File: config.mk
export PLATFORM = sky130hd
export DESIGN_NAME = bad_alu
export DESIGN_NICKNAME = d
export VERILOG_FILES = /design/src/rtl/bad_alu.sv
export SDC_FILE = /design/constraint.sdc
export NUM_CORES = 1
export LEC_CHECK = 0
export CAP_MARGIN = 20
export CORE_UTILIZATION = 45
export DETAILED_ROUTE_END_ITERATION = 10
export GPL_TIMING_DRIVEN = 1
export MAX_ROUTING_LAYER = met4
export PLACE_DENSITY = 0.82
export SYNTH_ARGS = -nofsm -noshare
export SYNTH_HDL_FRONTEND = slang
export SYNTH_SLANG_ARGS = --single-unit
File: constraint.sdc
create_clock -name clk -period 17.65 [get_ports clk]
set_input_delay 2.6475 -clock clk [delete_from_list [all_inputs] [get_ports clk]]
set_output_delay 2.6475 -clock clk [all_outputs]
set_load 0.1 [all_outputs]
File: src/rtl/bad_alu.sv
// 32-bit combinational ALU for the single-cycle MIPS datapath.
// Sticky overflow and illegal-opcode flags are the only registered state.
`timescale 1ns/1ps
module bad_alu (
    input  logic        clk,
    input  logic        reset,
    input  logic [31:0] a,
    input  logic [31:0] b,
    input  logic [3:0]  aluop,
    output logic [31:0] result,
    output logic        zero,
    output logic        ovf,
    output logic        ovf_sticky,
    output logic        badop_sticky
);

    localparam logic [3:0] OpAdd = 4'b0000;
    localparam logic [3:0] OpSub = 4'b0010;
    localparam logic [3:0] OpAnd = 4'b0100;
    localparam logic [3:0] OpOr  = 4'b0101;
    localparam logic [3:0] OpXor = 4'b0110;
    localparam logic [3:0] OpNor = 4'b0111;
    localparam logic [3:0] OpSlt = 4'b1010;

    logic        sub;
    logic [31:0] b_eff;
    logic [31:0] sum;
    logic        add_ovf;
    logic        slt;
    logic        badop;
    logic        ovf_sticky_d;
    logic        badop_sticky_d;

    // Shared adder: aluop[1] turns it into a - b for SUB and SLT.
    assign sub     = aluop[1];
    assign b_eff   = sub ? ~b : b;
    assign sum     = a + b_eff + {31'd0, sub};
    assign add_ovf = (a[31] == b_eff[31]) && (sum[31] != a[31]);
    // Sign of the difference, corrected when the subtraction overflowed.
    assign slt     = sum[31] ^ add_ovf;

    always_comb begin
        result = 32'h0000_0000;
        badop  = 1'b0;
        case (aluop)
            OpAdd:   result = sum;
            OpSub:   result = sum;
            OpAnd:   result = a & b;
            OpOr:    result = a | b;
            OpXor:   result = a ^ b;
            OpNor:   result = ~(a | b);
            OpSlt:   result = {31'd0, slt};
            default: badop  = 1'b1;
        endcase
    end

    assign zero = (result == 32'h0000_0000);
    assign ovf  = add_ovf && ((aluop == OpAdd) || (aluop == OpSub));

    always_comb begin
        ovf_sticky_d   = ovf_sticky | ovf;
        badop_sticky_d = badop_sticky | badop;
        if (reset) begin
            ovf_sticky_d   = 1'b0;
            badop_sticky_d = 1'b0;
        end
    end

    always_ff @(posedge clk) begin
        ovf_sticky   <= ovf_sticky_d;
        badop_sticky <= badop_sticky_d;
    end

endmodule

## After elaboration in Yosys (flattened, before gate mapping)

Index checks and enable logic that the tools add are counted.

| word-level totals | value |
|---|---|
| register bits after elaboration | 2 |
| input bits | 70 |
| output and inout bits | 36 |
| logic and storage cells | 30 |

| cells by class | value |
|---|---|
| $add $sub $neg | 2 |
| equality and inequality tests | 8 |
| mux-type cells | 3 |
| bitwise gates (word level) | 8 |
| reduce and logical (&&, ||, !) cells | 7 |

Operators by type and width:

| operator | count |
|---|---|
| case mux 32 bit (6 select lines) | 1 |
| inverter 32 bit | 2 |
| adder 32 x 1 -> 32 bit | 1 |
| adder 32 bit | 1 |
| AND 32 bit | 1 |
| logical NOT 32 bit | 1 |
| two-way mux 32 bit | 1 |
| OR 32 bit | 1 |
| bitwise XOR 32 bit | 1 |
| equality test 4 x 3 -> 1 bit, second input constant | 4 |
| OR reduction 7 bit | 1 |
| equality test 4 x 2 -> 1 bit, second input constant | 1 |
| equality test 4 bit, second input constant | 1 |
| logical NOT 4 bit | 1 |
| logical AND 1 bit | 2 |
| OR 1 bit | 2 |
| OR reduction 2 bit | 1 |
| equality test 1 bit | 1 |
| logical OR 1 bit | 1 |
| two-way mux 1 bit | 1 |
| != test 1 bit | 1 |
| bitwise XOR 1 bit | 1 |

## Depth between registers and ports, before layout

Gate-level depths: netlist (run 1).

| depth | value |
|---|---|
| depth after elaboration | 9 |
| gate-level depth with buffers | 19 |
| depth with buffers taken out | 13 |

## Worst setup path after synthesis (run 1)

Ideal clock, no wire load.

| timing path | value |
|---|---|
| path type | input -> output |
| from | in aluop[1] |
| to | out zero |
| arrival time | 9.235 ns |
| data required time | 15.002 ns |
| setup slack | 5.768 ns |
| cell stages on the path | 18 |
| path buffers | 6 |
| cell sequence | buf_4 buf_4 buf_4 buf_4 buf_2 buf_1 xor2_1 ha_1 a21oi_1 o21ai_1 or3_1 a21oi_2 o21ai_1 a31oi_1 xor2_1 o21ai_0 or4_1 nor4_2 |

| between the ends | value |
|---|---|
| elaborated cells on any way between the ends | 17 |
| those cells by class | 2 x add/sub; 8 x eq/ne; 2 x mux; 1 x bitwise; 4 x reduce/logical |

RTL lines:

| item | line | text |
|---|---|---|
| from (decl) | 9 | `input logic [3:0] aluop,` |
| two-way mux 32 bit | 36 | `assign b_eff = sub ? ~b : b;` |
| adder 32 bit | 37 | `assign sum = a + b_eff + {31'd0, sub};` |
| adder 32 x 1 -> 32 bit | 37 |  |
| case mux 32 bit (6 select lines) * | 45 | `case (aluop)` |
| via result[24] | 10 | `output logic [31:0] result,` |
| logical NOT 32 bit * | 57 | `assign zero = (result == 32'h0000_0000);` |
| to (decl) | 11 | `output logic zero,` |

Mark *: on every way through the listed nets, which the timed path passes. The rest lies on a longest branch.

## Worst setup path after layout (run 1)

| timing path | value |
|---|---|
| from | in aluop[1] |
| to | out zero |

| between the ends | value |
|---|---|
| longest elaborated chain between the ends | 8 |
| elaborated cells on any way between the ends | 17 |
| those cells by class | 2 x add/sub; 8 x eq/ne; 2 x mux; 1 x bitwise; 4 x reduce/logical |

RTL lines:

| item | line | text |
|---|---|---|
| two-way mux 32 bit | 36 |  |
| adder 32 bit | 37 |  |
| adder 32 x 1 -> 32 bit | 37 |  |
| != test 1 bit | 38 | `assign add_ovf = (a[31] == b_eff[31]) && (sum[31] != a[31]);` |
| logical AND 1 bit | 38 |  |
| bitwise XOR 1 bit | 40 | `assign slt = sum[31] ^ add_ovf;` |
| case mux 32 bit (6 select lines) * | 45 |  |
| logical NOT 32 bit * | 57 |  |

Mark *: on every way between the ends. The rest lies on a longest branch, timed or not.

==> results.cfg, run 1 <==
[detailed_routing]
detailedRoute.firstIterationViolations = 237
route.detailed.vias_per_inst = 5.74
avgRoutedWirePerCell_um = 15.5
routed_length_on_met1_mm = 6.19
firstDrtPassIters = 4
wl_met2_mm = 6.57
wirelength_mm = 13.6
remaining_drc_errors = 0
routed.top_layer = met4
detailroute.wirelength.met3_um = 552
final_antenna_net_count = 0
vias = 5020

[worst_setup_path]
cp_top_family = buffers and inverters
most_frequent_cp_cell = sky130_fd_sc_hd__buf_4
critical_path.startpoint_type = input port
cpMaxStageDelayCell = sky130_fd_sc_hd__clkdlybuf4s50_1
end_kind = output port
worst_path_largest_cell_delay_ns = 1.17
critPathRequiredTime_ns = 15.00
cp_cell_sequence = buf_4 > buf_4 > mux2i_1 > fa_1 > nand2b_1 > a211o_1 > a2111oi_2 > o21ba_1 > a221o_1 > a21oi_1 > xnor2_1 > a2111oi_0 > nand4b_1 > nor4_2 > clkdlybuf4s50_1
worst-endpoint-arrival_ns = 8.51
worstSetupPathType = in -> out
cp_max_fo = 53
critical_path_buf_inv_count = 3

[final_layout]
diodes = 0
n_fill_cell = 982
mostFrequentLayoutCells = sky130_fd_sc_hd__clkdlybuf4s50_1, sky130_fd_sc_hd__ha_1, sky130_fd_sc_hd__inv_1
area_growth_syn_to_layout_pct = 23.2
design.final.nets = 907
most_common_cell_after_layout_fill_and_taps_aside = sky130_fd_sc_hd__clkdlybuf4s50_1
multi_input_comb_area_um2 = 4320
regArea_um2 = 40.0
post_route_cells_drive_above_1_share = 0.0392

[clock_network]
ctsHoldBuffers = 0
clk_root_buffer_cell = sky130_fd_sc_hd__clkbuf_8
post_cts.resized_instances = 0
clock_latency_ns = 0.21
clock_sink_count = 2
postCtsSetupRepairBufs = 0
cts.reportedPaths.clkPinSlew_ns = 0.03
clk_buf_depth = 2
deepest_level_of_the_cts_h_tree = 1
tritoncts.num_buffers = 3
clock_tree_from_tritoncts = built

[floorplan]
rows = 37
floorplan.initialDensity = 0.465
die_height_um = 105
coreArea_um2 = 10300
ioPinCount = 106
die_area_um2 = 11100
chipWidth_um = 105

[global_routing]
initial_antenna_violation_count = 0
grt_pass1_vias = 4996
globalRouteTotalUtil = 0.250
grt_pass1_wl_mm = 22.8
grt_overflow_total = 0
grt_max_degree = 70

[synth]
async_reset_ff_frac = 0
netlist_instances = 664
ys_types = 68
synth_seq_cells = 2
seq_area_frac_synth = 0.00835
ys_warn_count = 0
mappedNetlistArea_um2 = 4800
synth_enable_flop_cells = 0
top_flip_flop_cell_by_instance_count_after_synthesis = sky130_fd_sc_hd__dfxtp_1
post_synth.cell_area_avg_um2 = 7.22
syn-num-nets = 830

[timing]
worst_slew_pin_slew_ns = 1.01
grt_setup_unrepaired = false
fin_skew_ns = 0
timing.final.hold_violations = 0
worst_hold_margin_ns = 0.474
min_period_over_period = 0.632
shortest_clock_period_the_worst_path_allows_after_layout_ns = 11.15
slew_headroom = 0.325
timing_max_transition_violations_final = 0
finalSetupViolCount = 0
fmax_ghz = 0.0897
sum_neg_setup_slack_ns = 0

[power_and_ir_drop]
leakage_nw = 2.78
cellPowerDensity_nw_per_um2 = 49.7
irDropWorstVdd_uv = 34.4
total_power_consumption_of_the_routed_design_mw = 0.294

[outcome]
outcome = finished, final reports clean

[min_path]
hold_path.class = reg -> reg

[placement]
place.gp.congestion = 0.924
io_buffer_count = 105
place.detailed.hpwl_mm = 10.8

[run]
timing.max_cap.violations = 0
[worst min-delay path, stage by stage, from the launching register on]
cell                      delay (ns)
sky130_fd_sc_hd__dfxtp_1        0.32
sky130_fd_sc_hd__nor2_1         0.05
sky130_fd_sc_hd__nor2_1         0.07
[cells by family (layout without fill, tap and decap cells)]
group           count (synthesis)  count (layout)  share of synthesized area
fa+ha+maj                      97              97                      0.254
buf+inv                       107             182                     0.0915
mux                            35              35                     0.0741
simple gates                  152             152                      0.164
xor+xnor                       83              83                      0.152
flops                           2               2                    0.00835
compound gates                188             188                      0.257
[metal layers]
layer	vias up	GRT usage
li1	2523	-
met4	0	0.0614
met5	-	-
met2	151	0.451
met1	2325	0.306
met3	21	0.00928
[registers in the layout, summed over array words and instances (netlist names)]
signal / cells
badop_sticky: 1
ovf_sticky: 1
[through the flow]
| stage | utilization | area, um^2 | worst slack, ns | instances |
|---|---|---|---|---|
| floorplan | - | 4800 | 5.77 | 664 |
| global placement | 0.569 | 5870 | 6.62 | 872 |
| detailed placement | 0.569 | 5870 | 6.54 | 872 |
| CTS | 0.573 | 5910 | 6.52 | 875 |
| global route | 0.573 | 5910 | 5.97 | 875 |
| finish | 0.573 | 5910 | 6.50 | 875 |
[synth_stat cells, drive strengths merged (2+ instances only)]
master	count	area, um^2
a2111oi	2	23.8
clkbuf	17	63.8
nor4	5	43.8
nand2	34	128
o21a	6	45.0
nand3	9	45.0
xor2	46	403
a41o	2	20.0
ha	95	1190
and2	5	31.3
dfxtp	2	40.0
and4	3	26.3
nor3	12	60.1
xnor2	37	324
buf	20	113
or3	6	37.5
mux2	4	45.0
a221o	2	20.0
o21ai	35	175
and3	7	43.8
nand4	12	75.1
a211o	3	26.3
or2	2	12.5
a21boi	3	22.5
nand2b	6	37.5
a22oi	2	15.0
a41oi	2	25.0
a221oi	2	17.5
a21o	16	120
o32ai	4	35.0
o211ai	4	30.0
a211oi	11	82.6
nor2b	4	25.0
a21oi	59	314
o21bai	2	15.0
o22ai	18	119
mux2i	31	310
nand4b	3	26.3
inv	70	263
a31oi	4	25.0
o31ai	3	27.5
nor2	38	143
[cell type report]
cell class / instances / area share
timing repair buffer: 109 / 0.182
multi-input combinational: 555 / 0.731
tap: 136 / 0.0288
inverter: 70 / 0.0445
sequential: 2 / 0.00677
clock buffer: 3 / 0.00699
[power breakdown]
part | total (mW) | internal (mW) | switching [mW]
Combinational | 0.270 | 0.0961 | 0.174
Sequential | 0.00495 | 0.00483 | 0.000123
Clock | 0.0185 | 0.0145 | 0.00404
Total | 0.294 | 0.115 | 0.178
[final timing paths]
path                      startpoint                 endpoint  slack (ns)  cells past startpoint
max                         aluop[1]                     zero        6.50                     15
min            ovf_sticky$_SDFF_PP0_    ovf_sticky$_SDFF_PP0_        0.47                      2
max reg2reg  badop_sticky$_SDFF_PP0_  badop_sticky$_SDFF_PP0_       17.04                      2
min reg2reg    ovf_sticky$_SDFF_PP0_    ovf_sticky$_SDFF_PP0_        0.47                      2
No activity file was read; power rests on OpenSTA's default activity.
==> run 2: changes to the inputs <==
Clock period 17.65 ns to 11.3 ns, I/O delays scaled along.
==> run 2 against run 1 <==
Net effect: non-clock buffer count is the same; die area is the same; via count is essentially flat; first-iteration DRC count decreased by 19%; critical endpoint unchanged.
==> results.cfg, run 2 (same netlist as run 1, synthesis figures left out) <==
[detailed_routing]
vias = 5023
wirelength_mm = 13.8
remaining_drc_errors = 0
firstDrtPassIters = 4
route.detailed.vias_per_inst = 5.74
final_antenna_net_count = 0
detailedRoute.firstIterationViolations = 193
avgRoutedWirePerCell_um = 15.8

[clock_network]
deepest_level_of_the_cts_h_tree = 1
cts.reportedPaths.clkPinSlew_ns = 0.03
ctsHoldBuffers = 0
postCtsSetupRepairBufs = 0
clk_root_buffer_cell = sky130_fd_sc_hd__clkbuf_8
clock_tree_from_tritoncts = built
tritoncts.num_buffers = 3
clk_buf_depth = 2
post_cts.resized_instances = 0
clock_latency_ns = 0.21
clock_sink_count = 2

[placement]
dpl_worst_slack_ns = 2.37
place.detailed.hpwl_mm = 11.0
place.gp.congestion = 0.910
io_buffer_count = 105

[worst_setup_path]
critPathRequiredTime_ns = 9.61
most_frequent_cp_cell = sky130_fd_sc_hd__buf_4
worstSetupPathType = in -> out
r2r_start = badop_sticky$_SDFF_PP0_
regToRegSetupSlack_ns = 10.70
cp_cell_sequence = buf_4 > buf_4 > xor2_1 > ha_1 > nand2b_1 > a211o_1 > a2111oi_2 > o21ba_1 > a221o_1 > a21oi_1 > xnor2_1 > a2111oi_0 > nand4b_1 > nor4_2 > clkdlybuf4s50_1
worst_path_largest_cell_delay_ns = 1.18
cpMaxStageDelayCell = sky130_fd_sc_hd__clkdlybuf4s50_1
cp_max_fo = 56
setup.worst_path.start = aluop[1]
end_kind = output port
worst-endpoint-arrival_ns = 7.21
critical_path.startpoint_type = input port

[floorplan]
die_height_um = 105
die_area_um2 = 11100
chipWidth_um = 105
floorplan.initialDensity = 0.465
ioPinCount = 106
coreArea_um2 = 10300
rows = 37

[global_routing]
grt_max_degree = 70
grt_pass1_wl_mm = 23.0
grt_overflow_total = 0
globalRouteTotalUtil = 0.256
grt_pass1_vias = 5038
initial_antenna_violation_count = 0

[final_layout]
diodes = 0
biggestRegsByFlops = badop_sticky: 1 flops, ovf_sticky: 1 flops
layout.core_utilization = 0.573
multi_input_comb_area_um2 = 4320
n_fill_cell = 978
most_common_cell_after_layout_fill_and_taps_aside = sky130_fd_sc_hd__clkdlybuf4s50_1
regArea_um2 = 40.0
area_growth_syn_to_layout_pct = 23.2
mostFrequentLayoutCells = sky130_fd_sc_hd__clkdlybuf4s50_1, sky130_fd_sc_hd__ha_1, sky130_fd_sc_hd__inv_1
design.final.nets = 907
post_route_cells_drive_above_1_share = 0.0392

[timing]
finalSetupViolCount = 0
timing_max_transition_violations_final = 0
sum_neg_setup_slack_ns = 0
fmax_ghz = 0.112
worst_setup_slack_final_ns = 2.39
fin_skew_ns = 0
min_period_over_period = 0.788
timing.final.hold_violations = 0
shortest_clock_period_the_worst_path_allows_after_layout_ns = 8.91
grt_setup_unrepaired = false
slew_headroom = 0.277
worst_slew_pin_slew_ns = 1.08

[outcome]
outcome = finished, final reports clean

[power_and_ir_drop]
leakage_nw = 2.78
cellPowerDensity_nw_per_um2 = 77.8
irDropWorstVdd_uv = 46.9

[min_path]
hold_path.class = reg -> reg
worst_hold_startpoint = ovf_sticky$_SDFF_PP0_

[run]
timing.max_cap.violations = 0
-- run 2: final timing paths --
check                                 end  cells after the start
setup / recovery                     zero                     15
setup reg to reg  badop_sticky$_SDFF_PP0_                      2
hold reg to reg     ovf_sticky$_SDFF_PP0_                      2
hold / removal      ovf_sticky$_SDFF_PP0_                      2
-- run 2: critical path, delay by kind of cell --
family / cells / cell delay (ns)
AOI/OAI and AO/OA: 6 / 1.73
adders and majority gates: 1 / 0.40
buffers and inverters: 3 / 2.48
and+or+nand+nor: 3 / 0.55
xor gates and xnor gates: 2 / 0.30
-- run 2: cell type report --
class                           instances  area share
Multi-Input combinational cell        555       0.731
Timing Repair Buffer                  109       0.182
Inverter                               70      0.0445
Tap cell                              136      0.0288
Clock buffer                            3     0.00699
Sequential cell                         2     0.00677
-- run 2: per-stage QoR --
step	hold WS, ns	std cells	area, um^2	power [mW]
global placement	0.448	872	5870	0.421
CTS	0.484	875	5910	0.458
finish	0.478	875	5910	0.460
detailed placement	0.474	872	5870	0.426
global route	0.538	875	5910	0.495
floorplan	0.921	664	4800	0.319
-- run 2: where the power goes --
group	leakage [nW]	internal (mW)	switching [mW]
logic	2.74	0.150	0.273
clock network	0.0216	0.0226	0.00658
registers	0.0165	0.00754	0.000220
-- run 2: per-layer routing --
layer | up-vias | global-route usage | share of wire
met5 | - | - | 0
met4 | 0 | 0.0714 | 0.025
met3 | 28 | 0.0167 | 0.040
met2 | 127 | 0.458 | 0.49
met1 | 2353 | 0.308 | 0.45
li1 | 2515 | - | -
